--- src/rtl/seq_scan_ctrl.sv ---
// Serial scan controller: shifts each accepted word MSB-first into an external pattern
// detector and counts the detector's match flags into a saturating per-word result.
module seq_scan_ctrl #(
    parameter int unsigned W  = 16,
    parameter int unsigned CW = 5
) (
    input  logic          clk,
    input  logic          rst_n,
    input  logic          in_valid,
    output logic          in_ready,
    input  logic [W-1:0]  in_data,
    input  logic          in_clr,
    output logic          ser_en,
    output logic          ser_bit,
    output logic          det_rst_n,
    input  logic          det_flag,
    output logic          out_valid,
    input  logic          out_ready,
    output logic [CW-1:0] out_count,
    output logic          out_hit,
    output logic          busy
);

    localparam int unsigned IW = (W > 2) ? $clog2(W) : 1;
    localparam logic [IW-1:0] IdxLast = IW'(W - 1);
    localparam logic [CW-1:0] CntMax  = '1;

    typedef enum logic [2:0] {StIdle, StClr, StShift, StDrain, StReport} state_e;

    state_e        state_q;
    logic [W-1:0]  sreg_q;
    logic [IW-1:0] idx_q;
    logic [CW-1:0] count_q;

    always_ff @(posedge clk) begin
        if (!rst_n) begin
            state_q <= StIdle;
            sreg_q  <= '0;
            idx_q   <= '0;
            count_q <= '0;
        end else begin
            unique case (state_q)
                StIdle: begin
                    if (in_valid) begin
                        sreg_q  <= in_data;
                        idx_q   <= '0;
                        count_q <= '0;
                        state_q <= in_clr ? StClr : StShift;
                    end
                end
                StClr: state_q <= StShift;
                StShift: begin
                    sreg_q <= {sreg_q[W-2:0], 1'b0};
                    idx_q  <= idx_q + 1'b1;
                    // The flag seen on the first bit belongs to the previous word's history.
                    if (idx_q != '0 && det_flag && count_q != CntMax) begin
                        count_q <= count_q + 1'b1;
                    end
                    if (idx_q == IdxLast) begin
                        state_q <= StDrain;
                    end
                end
                StDrain: begin
                    if (det_flag && count_q != CntMax) begin
                        count_q <= count_q + 1'b1;
                    end
                    state_q <= StReport;
                end
                StReport: begin
                    if (out_ready) begin
                        state_q <= StIdle;
                    end
                end
                default: state_q <= StIdle;
            endcase
        end
    end

    // Outputs decode the registered state; rst_n forces the reset values while held low.
    assign in_ready  = rst_n && (state_q == StIdle);
    assign busy      = rst_n && (state_q != StIdle);
    assign ser_en    = rst_n && (state_q == StShift);
    assign ser_bit   = ser_en && sreg_q[W-1];
    assign det_rst_n = rst_n && (state_q != StClr);
    assign out_valid = rst_n && (state_q == StReport);
    assign out_count = rst_n ? count_q : '0;
    assign out_hit   = |out_count;

endmodule

--- config.mk ---
export PLATFORM = sky130hd
export DESIGN_NAME = seq_scan_ctrl
export DESIGN_NICKNAME = d
export VERILOG_FILES = /design/src/rtl/seq_scan_ctrl.sv
export SDC_FILE = /design/constraint.sdc
export NUM_CORES = 1
export LEC_CHECK = 0
export ABC_AREA = 1
export CAP_MARGIN = 5
export CORE_MARGIN = 2
export CORE_UTILIZATION = 23
export DETAILED_ROUTE_END_ITERATION = 6
export PLACE_DENSITY_LB_ADDON = 0.25
export SETUP_SLACK_MARGIN = 0.02
export SYNTH_ARGS = -nofsm -noshare
export SYNTH_HDL_FRONTEND = slang
export SYNTH_SLANG_ARGS = --single-unit
--- constraint.sdc ---
create_clock -name clk -period 2.8 [get_ports clk]
set_input_delay 0.56 -clock clk [delete_from_list [all_inputs] [get_ports clk]]
set_output_delay 0.56 -clock clk [all_outputs]
set_load 0.1 [all_outputs]
==> results list <==
* # H-tree levels: 1
- The cell family contributing the most delay on the critical path is buffers and inverters.
- Largest buffer count on any clock path: 2
- Top cell type by total area after synthesis: sky130_fd_sc_hd__dfxtp_1
* Syn Std Cell Area: around 0.0016 mm²
- Layout cells sized above 1: 0.241
- Initial standard-cell utilization of the core: 0.237
- Outcome: complete, no violations
* Rel. slew slack: 0.661
* Overall via count from detail_route: around 1.4k
- Dominant synthesized flop cell: sky130_fd_sc_hd__dfxtp_1
- Type of the most critical hold path: flop to flop
* IO Pins: 34
* Cell area power density: 795 mW/mm²
- Setup violations remaining at the end of the flow were counted as 0.
- The number of nets handed over by synthesis was ~230.
* Portion of the post-synthesis area used by sequential elements: 0.351
- The clock arrives with roughly 0.0039 ns of skew.
- After synthesis, the share of flip-flops with an asynchronous set or reset is 0.
- Critical Path, Cell by Cell: clkdlybuf4s50_1 > nand2_1 > inv_1 > nor3_1 > nand3_2 > buf_12
* Remaining routing DRC violations: 0
- After detailed routing, the total wire length is 3600 µm.
- Number of synthesized flops with an enable pin: 0
- The via count of the first global-routing pass came to 1452.
- Sum of buffers and inverters on the critical path: 3
* Number of CTS-inserted buffers: 3
- Critical-path maximum fanout: 8
* Part of the cycle the worst path needs: 0.888
* CTS Root Buffer Type: sky130_fd_sc_hd__clkbuf_8
- Max-cap violations in this run came to 0.
- Number of hold-slack violations in the final timing report: 0
- The critical path in this run is classified as primary input to output pin.
- Summed over all cells, the static leakage comes to approximately 0.9 nW.
- Setup Fix Bufs, Post-CTS: 0
- The number of different library cells used by synthesis comes to 35.
- Entering global routing, the biggest net connects 34 pins.
* Layout net count: 259
- Data on the critical path arrives at its endpoint at between 1.5 and 2 ns.
- Critical Path RT: roughly 2.2 ns
- The Yosys step of the flow raised 0 warnings.
* Setup repair after global routing missed its margin: false
- Hold-fix buffers, CTS: 0
- DR iter-0 viols: 61
- The die covers between 0.007 and 0.008 mm².
* Number of gates resized after CTS: 0
- Total core area: ~0.0068 mm²
- The number of pins with negative max-slew slack in the final report is 0.
- Synthesized instance count: 201
- Total routing resource utilization after global routing: 0.104
- Initial antenna violation count: 0
- Once detailed placement completed, the half-perimeter wirelength came to around 2600 µm.
- Routability cong.: about 0.82
- By area the synthesized netlist is led by sky130_fd_sc_hd__dfxtp_1, sky130_fd_sc_hd__nand2_1, sky130_fd_sc_hd__a21oi_1, sky130_fd_sc_hd__o22ai_1, sky130_fd_sc_hd__inv_1.
- Max Freq: between 400 and 500 MHz
* Worst vdd ir: around 0.00026 V
- The first global-routing pass estimated 6350 µm of wire.
* Final period demand of the worst path: approximately 2.5 ns
- Die Height: 87.4 µm
- Iteration count of the initial detailed-routing pass: 4
- The share of synthesized area in the top cell type comes to 0.351.
- Count of nets left with antenna violations after detail routing: 0
- For this run, the slowest stage of the critical path takes around 0.56 ns.
- After global routing the overflow that remains totals 0.
- Clk sinks: 28
- Number of inserted filler cells in the final layout: roughly 740
- TritonCTS built the clock tree.
- Post-route setup TNS: 0 ns
- After detailed routing, the number of vias per cell comes to about 4.5.
- Synthesized flop and latch total: 28
- Summing internal, switching and leakage power gives 1.73 mW.
* Clock latency on the worst-skew pair: between 0.2 and 0.3 ns
- Clock edge transition at the registers on the reported setup and hold paths: roughly 0.10 ns
- Measured along the x axis, the die boundary spans a little under 90 µm.
- Area Growth Syn to Fin: 35.8%
- Worst Max-Slew Pin Slew: ~0.51 ns
* Final routed wire length divided by cell count: about 12 µm
- Number of core rows: 30
- Number of buffer cells added on primary ports: 33
- The repair_antennas step left the layout with diodes totalling 0.
* Critical path capture point type: output pin
- Average size of a mapped cell: just under 8 µm²
- Startpoint type of the worst setup path: primary input
- The slowest stage of the critical path belongs to the cell sky130_fd_sc_hd__clkdlybuf4s50_1.
-- synthesized netlist by cell type (5+ instances only) --
library cell,count
sky130_fd_sc_hd__o21ai_0,5
sky130_fd_sc_hd__o22ai_1,15
sky130_fd_sc_hd__nor2_1,9
sky130_fd_sc_hd__inv_1,18
sky130_fd_sc_hd__dfxtp_1,28
sky130_fd_sc_hd__nor2_2,7
sky130_fd_sc_hd__nand3_1,12
sky130_fd_sc_hd__a21oi_1,21
sky130_fd_sc_hd__nand2_1,29
sky130_fd_sc_hd__o21ai_1,7
sky130_fd_sc_hd__o21ai_2,7
-- layer usage --
metal / global-route usage / routed length [µm]
met4: 0.0294 / 24
met2: 0.175 / 1680
met5: 0 / 0
met1: 0.132 / 1780
met3: 0.0218 / 112
-- per-stage QoR --
step / instance area (µm²) / hold slack (ns) / std cells / worst slack [ns] / utilization
final: 2170 / 0.523 / 312 / 0.314 / 0.321
after global routing: 2170 / 0.540 / 312 / 0.198 / 0.321
after CTS: 2170 / 0.526 / 312 / 0.287 / 0.321
after detailed placement: 2100 / 0.503 / 308 / 0.291 / 0.311
after global placement: 2100 / 0.497 / 308 / 0.326 / 0.311
after floorplan: 1620 / 0.471 / 201 / -0.0944 / -
-- where the power goes --
group          switching, mW  internal [mW]
sequential            0.0836          0.486
clock                  0.130          0.192
combinational          0.532          0.302
-- worst paths after layout --
path | startpoint | endpoint | slack, ns | cells past startpoint
setup / recovery | rst_n | out_hit | 0.31 | 6
hold / removal | idx_q[0] | idx_q[0] | 0.52 | 1
setup reg to reg | state_q[1] | count_q[4] | 1.05 | 8
hold reg to reg | idx_q[0] | idx_q[0] | 0.52 | 1
-- cell families (layout without fill, tap and decap cells) --
kind of cell,after synthesis,count (layout),share of synthesized area
compound gates,61,61,0.250
fa+ha+maj,4,4,0.0313
flops,28,28,0.351
buf+inv,33,64,0.121
simple gates,75,75,0.247
-- cell usage in the layout (no fill, tap or decap), drive strengths merged --
cell           instances
o31ai                  2
clkbuf                 3
nor4                   1
o21ai                 20
buf                   16
nor2                  18
nand3b                 1
nand2                 36
dfxtp                 28
nand4                  2
o22ai                 15
nor3                   4
ha                     4
nor3b                  1
inv                   23
bufinv                 1
nand3                 12
clkdlybuf4s50         21
a21oi                 24
-- cell type report --
class	count	area (µm²)	area share
clock buffer	3	41.3	0.0190
clock inverter	1	30.0	0.0138
inverter	23	98.8	0.0455
multi-input combinational	140	861	0.396
sequential	28	561	0.258
tap	80	100	0.0461
timing repair buffer	37	480	0.221
-- state kept, by name (all words and copies together), names as in the netlist --
signal,cells
sreg_q,16
idx_q,4
state_q,3
count_q,5
Power figures use the tool's default switching activity.
